[config.mk]
export PLATFORM = sky130hd
export DESIGN_NAME = flex_pts_stream
export DESIGN_NICKNAME = d
export VERILOG_FILES = /design/src/rtl/flex_pts_stream.sv
export SDC_FILE = /design/constraint.sdc
export NUM_CORES = 1
export LEC_CHECK = 0
export ABC_AREA = 1
export CORE_MARGIN = 2
export CORE_UTILIZATION = 52
export CTS_CLUSTER_DIAMETER = 30
export DETAILED_ROUTE_END_ITERATION = 10
export GPL_ROUTABILITY_DRIVEN = 0
export PLACE_DENSITY = 0.78
export SETUP_SLACK_MARGIN = 0.2
export SYNTH_ARGS = -nofsm -noshare
export SYNTH_HDL_FRONTEND = slang
export SYNTH_SLANG_ARGS = --single-unit
[constraint.sdc]
create_clock -name clk -period 1.7 [get_ports clk]
set_clock_uncertainty 0.2 [all_clocks]
set_input_delay 0.255 -clock clk [delete_from_list [all_inputs] [get_ports clk]]
set_output_delay 0.255 -clock clk [all_outputs]
set_load 0.01 [all_outputs]
[src/rtl/flex_pts_stream.sv]
// flex_pts_stream: parallel-to-serial shifter with a one-word holding buffer.
// A word accepted into the holding register moves into the shift register as
// soon as the shifter is free, so words queued ahead of time stream out with
// no idle bit between them.
module flex_pts_stream #(
    parameter int NUM_BITS  = 8,
    parameter bit SHIFT_MSB = 1'b1,
    parameter bit IDLE_BIT  = 1'b1
) (
    input  logic                clk,
    input  logic                n_rst,
    input  logic                in_valid,
    output logic                in_ready,
    input  logic [NUM_BITS-1:0] parallel_in,
    input  logic                shift_enable,
    input  logic                abort,
    output logic                serial_out,
    output logic                word_done,
    output logic                busy
);

    localparam int                  CNT_W    = $clog2(NUM_BITS + 1);
    localparam logic [CNT_W-1:0]    CNT_FULL = CNT_W'(NUM_BITS);
    localparam logic [CNT_W-1:0]    CNT_LAST = CNT_W'(1);
    localparam logic [NUM_BITS-1:0] SR_IDLE  = {NUM_BITS{IDLE_BIT}};

    typedef enum logic {
        IDLE  = 1'b0,
        SHIFT = 1'b1
    } state_t;

    state_t              state, state_n;
    logic [NUM_BITS-1:0] sr, sr_n;
    logic [NUM_BITS-1:0] hr, hr_n;
    logic                hr_full, hr_full_n;
    logic [CNT_W-1:0]    cnt, cnt_n;
    logic [NUM_BITS-1:0] sr_shifted;
    logic                handshake;

    // The holding register is the only input buffer, so readiness is simply its emptiness.
    assign in_ready  = !hr_full;
    assign handshake = in_valid && in_ready;
    assign busy      = (state == SHIFT) || hr_full;

    // Shift toward whichever end drives the line, back-filling with the idle level.
    assign sr_shifted = SHIFT_MSB ? {sr[NUM_BITS-2:0], IDLE_BIT}
                                  : {IDLE_BIT, sr[NUM_BITS-1:1]};

    assign serial_out = (state == SHIFT) ? (SHIFT_MSB ? sr[NUM_BITS-1] : sr[0])
                                         : IDLE_BIT;

    assign word_done = (state == SHIFT) && (cnt == CNT_LAST) && shift_enable && !abort;

    // State register; reset leaves the line idle and the buffer empty.
    always_ff @(posedge clk or negedge n_rst) begin
        if (!n_rst) begin
            state   <= IDLE;
            sr      <= SR_IDLE;
            hr      <= '0;
            hr_full <= 1'b0;
            cnt     <= '0;
        end else begin
            state   <= state_n;
            sr      <= sr_n;
            hr      <= hr_n;
            hr_full <= hr_full_n;
            cnt     <= cnt_n;
        end
    end

    // Next-state logic: abort wins, otherwise buffer refill and shifting proceed together.
    always_comb begin
        state_n   = state;
        sr_n      = sr;
        hr_n      = hr;
        hr_full_n = hr_full;
        cnt_n     = cnt;

        if (abort) begin
            state_n   = IDLE;
            sr_n      = SR_IDLE;
            hr_full_n = 1'b0;
            cnt_n     = '0;
        end else begin
            if (handshake) begin
                hr_n      = parallel_in;
                hr_full_n = 1'b1;
            end

            case (state)
                IDLE: begin
                    if (hr_full) begin
                        sr_n      = hr;
                        hr_full_n = 1'b0;
                        cnt_n     = CNT_FULL;
                        state_n   = SHIFT;
                    end
                end
                SHIFT: begin
                    if (shift_enable) begin
                        if (cnt == CNT_LAST) begin
                            if (hr_full) begin
                                sr_n      = hr;
                                hr_full_n = 1'b0;
                                cnt_n     = CNT_FULL;
                            end else begin
                                state_n = IDLE;
                                sr_n    = SR_IDLE;
                                cnt_n   = '0;
                            end
                        end else begin
                            sr_n  = sr_shifted;
                            cnt_n = cnt - CNT_LAST;
                        end
                    end
                end
                default: begin
                    state_n = IDLE;
                end
            endcase
        end
    end

endmodule

==> run metrics, run 1 <==
net count after synthesis=155; number of synthesized flops with an enable pin=0; worst_ep grt=word_done; Worst End Pin Type=primary output; Placed Instance Area=1446 sq um; Clock Sinks=22; status=aborted with a tool error; Synth Cell Area=about 1100 sq um; clock root cell=clkbuf_4; Synth area leaders=dfrtp_1 32%, dfstp_2 19%, nand2_1 13%; most frequent cell after synthesis=nand2_1; register area share after synthesis=0.5120; failing step=global routing (5_1_grt); Die Width=~50 um; hpwl dp=about 1800 um; Starting Density=0.5524; Yosys cell types=20; Log Error=[ERROR DPL-0038] Utilization greater than 100%, impossible to legalize; Avg Inst Size Synth=7.820 sq um; # IOs=17; Async SR Flop Fraction=1.000; die height=between 40 and 50 um; ys flop type=dfrtp_1; pin count of the biggest net entering global routing=23; Max Root-Sink Buffers=2; row count=16; H-tree Lvls=1; total CTS buffers=3; CTS Hold Bufs=0; Synth top area share=0.3200; area leader, netlist=dfrtp_1; # port buffers=16; Ys Warns=0; most frequent cells after synthesis=38 x nand2_1, 28 x nor2_1, 16 x a21oi_1, 14 x dfrtp_1, 14 x inv_1; Synth Register Bits=22; Mapped Cells=140
## cell families after synthesis
group	share of synthesized area
compound gates	0.1132
fa+ha+maj	0.02285
buf+inv	0.06285
flops	0.5120
mux	0.01028
simple gates	0.2789
## per-stage QoR
step | cells | TNS, ns | worst slack, ns | utilization | hold slack (ns)
3_5_place_dp | 203 | -3.089 | -0.2974 | 0.7298 | 0.2928
4_1_cts | 216 | -0.09513 | -0.09513 | 0.8857 | 0.08243
2_1_floorplan | 140 | 0 | 0.2655 | - | -0.2406
3_3_place_gp | 203 | -2.336 | -0.2237 | 0.7298 | 0.2855
## timing repair
action / CTS
endpoints found under the setup margin: 14
setup buffers: 9
pin swaps: 16
gates resized for setup: 70
==> run 2: changes to the inputs <==
==> config.mk (replaced) <==
export PLATFORM = sky130hd
export DESIGN_NAME = flex_pts_stream
export DESIGN_NICKNAME = d
export VERILOG_FILES = /design/src/rtl/flex_pts_stream.sv
export SDC_FILE = /design/constraint.sdc
export NUM_CORES = 1
export LEC_CHECK = 0
export ABC_AREA = 1
export CORE_AREA = 2 2 63 65
export DETAILED_ROUTE_END_ITERATION = 10
export DIE_AREA = 0 0 65 67
export GPL_ROUTABILITY_DRIVEN = 0
export PLACE_DENSITY_LB_ADDON = 0.15
export SYNTH_ARGS = -nofsm -noshare
export SYNTH_HDL_FRONTEND = slang
export SYNTH_SLANG_ARGS = --single-unit
==> run 2 against run 1 <==
Against the previous run:
- the run now ends clean
- synthesized area unchanged
- synthesized cell count unchanged
==> run metrics, run 2 <==
status=finished, final reports clean; highest clock rate=0.6003 GHz; critical path launch point type=flip-flop; Pwr Density=roughly 950 nW/um^2; fin area=~1600 sq um; drt first pass iters=4; Reg clk slew, reported paths=0.08 ns; Reg power frac=0.437; Placed Instance Area=1468 sq um (+1.5%); fin crit share=0.9798; crit path from=cnt[1]$_DFFE_PN0P_; DRC viols=0; Top Usage Layer GRT=met2; # port buffers=16 (unchanged); post-synthesis adder-cell area fraction=0.02286 (unchanged); Clock Sinks=22 (unchanged); met2 global-route usage=0.2010; Synth Cell Area=1095 sq um (unchanged); # diodes=0; Fillers=373; # IOs=17 (unchanged); initial antenna violation count=0; net count after synthesis=155 (unchanged); Starting Density=0.3036 (-0.2488); CP Max Fanout=2; Final Power=1502 uW; Worst-Skew Late Latency=roughly 0.27 ns; Max-Cap Viols=0; WS Path Type=reg2out; Synth Register Bits=22 (unchanged); switch share=0.2639; Clock Power Share=0.330; Final Hold Fails=0; largest family of logic cells by synthesized area=simple AND/OR/NAND/NOR gates; Yosys cell types=20 (unchanged); vias=roughly 1000; Synth area leaders=dfrtp_1 32%, dfstp_2 19%, nand2_1 13%; register area=approximately 560 sq um; clock root cell=clkbuf_8; register area share after synthesis=0.5120 (unchanged); Psw=396.4 uW; worst-margin pin slew=around 0.3 ns; share of cells above drive strength 1=0.2989; area leader, netlist=dfrtp_1; Finish-stage setup viols=0; final slew viol count=0; total CTS buffers=3 (unchanged); Syn-to-layout area delta=44.91%; Max Root-Sink Buffers=2 (unchanged); Routed WL=2419 um; CTS tree=yes; area taken by multi-input logic gates=495.5 sq um; Core Util, Final=0.4400; grt met1 use=0.1800; Avg Inst Size Synth=7.820 sq um (unchanged); worst vdd ir=roughly 0.43 mV; GRT met3 Usage=0.02534; DR vias/cell=roughly 4.3; Total Routing Usage GR=0.1349; GRT overflow=0; Leakage=roughly 0.0008 uW; RSZ-0062 raised after global routing=yes; Hold WC Path Type=in2async; Hold WS=approximately 0.13 ns; Synth top area share=0.3200 (unchanged); number of global-route vias before repair=between 900 and 1000; hpwl dp=1810 um (-0.18%); combinational fraction of design power=0.234; die height=67 um (+34%); crit path DAT=1.21 ns; Mapped Cells=140 (unchanged); most frequent cell after synthesis=nand2_1; number of synthesized flops with an enable pin=0 (unchanged); ANT nets after route=0; Largest regs=hr (8), sr (8), cnt (4); drt initial violations=35; row count=22 (+6); most frequent cells after synthesis=38 x nand2_1, 28 x nor2_1, 16 x a21oi_1, 14 x dfrtp_1, 14 x inv_1; Slew headroom=0.8026; min Tclk post-route=roughly 1.7 ns; mux contribution to synthesized area=0.01029 (unchanged); Placeable Area=~3600 sq um; WL per Instance=between 10 and 15 um; ys flop type=dfrtp_1; Nets=200; Req. time, crit path=about 1.2 ns; simple-gate share of the synthesized area=0.2789 (unchanged); post-synthesis compound-gate area fraction=0.1131 (unchanged); Ys Warns=0 (unchanged); first-pass GRT wire length=approximately 4300 um; pin count of the biggest net entering global routing=23; RR Startpoint=state$_DFF_PN0_; commonest non-fill, non-tap cells in the layout=36 x nand2_1, 27 x nor2_1, 26 x buf_4, 16 x a21oi_1, 14 x dfrtp_1; die area=around 4400 sq um; Die Width=65 um (+30%); Synth Area in XOR/XNOR=0 (unchanged); Int Power=between 1000 and 1500 uW; Setup crit end kind=primary output; Async SR Flop Fraction=1.000 (unchanged); commonest non-fill, non-tap cell in the layout=nand2_1; H-tree Lvls=1 (unchanged)
## run 2: cell counts after synthesis
Identical to the previous run, type by type.
## run 2: layout make-up
class                           count  share of cell area
Clock inverter                      1             0.01893
Inverter                           15             0.03549
Sequential cell                    22              0.3533
Clock buffer                        3             0.02603
Timing Repair Buffer               42              0.2161
Tap cell                           48             0.03785
Multi-Input combinational cell    101              0.3123
## run 2: timing repair
action	in CTS	in global routing
pin swaps	0	1
hold endpoints to repair	0	0
resized for setup	10	7
buffers inserted	2	2
hold buffers	0	0
setup endpoints to repair	4	10
## run 2: final timing paths
check                      slack, ns           endpoint  depth (start not counted)
max                             0.03          word_done                          5
min                             0.13  hr[7]$_DFFE_PN0P_                          2
max reg2reg                     0.08  sr[4]$_DFFE_PN1P_                          8
min reg2reg                     0.30  sr[5]$_DFFE_PN1P_                          2
max in group asynchronous       0.88  sr[0]$_DFFE_PN1P_                          2
min in group clk                0.30  sr[5]$_DFFE_PN1P_                          2
## run 2: power groups by stage
stage / Sequential (uW) / Clock [uW] / Combinational (uW)
global placement: 663 / 0 / 336
finish: 656 / 495 / 351
detailed placement: 666 / 0 / 343
floorplan: 660 / 0 / 181
CTS: 654 / 510 / 348
global route: 666 / 542 / 401
## run 2: kinds of logic after synthesis
kind of cell	after synthesis
DFF	22
buffers and inverters	17
muxes	1
and+or+nand+nor	75
adders and majority gates	2
AOI/OAI and AO/OA	23
## run 2: critical path, stage by stage (launching register included)
cell,delay (ns)
dfrtp_1,0.39
inv_2,0.08
ha_4,0.14
nand2_4,0.05
nor3_2,0.13
buf_2,0.14
## run 2: routing by layer
layer | vias up | routed length, um
li1 | 523 | -
met1 | 452 | 1201
met2 | 14 | 1090
met3 | 7 | 61
met4 | 0 | 65
met5 | - | 0
## run 2: per-stage QoR
stage	instances	setup slack [ns]	TNS (ns)
2_1_floorplan	140	0.1854	0
3_3_place_gp	224	-0.2429	-2.183
3_5_place_dp	224	-0.2674	-2.527
4_1_cts	230	-0.02873	-0.02873
5_1_grt	232	-0.04784	-0.1093
6_report	232	0.03428	0
Power figures use the tool's default switching activity.
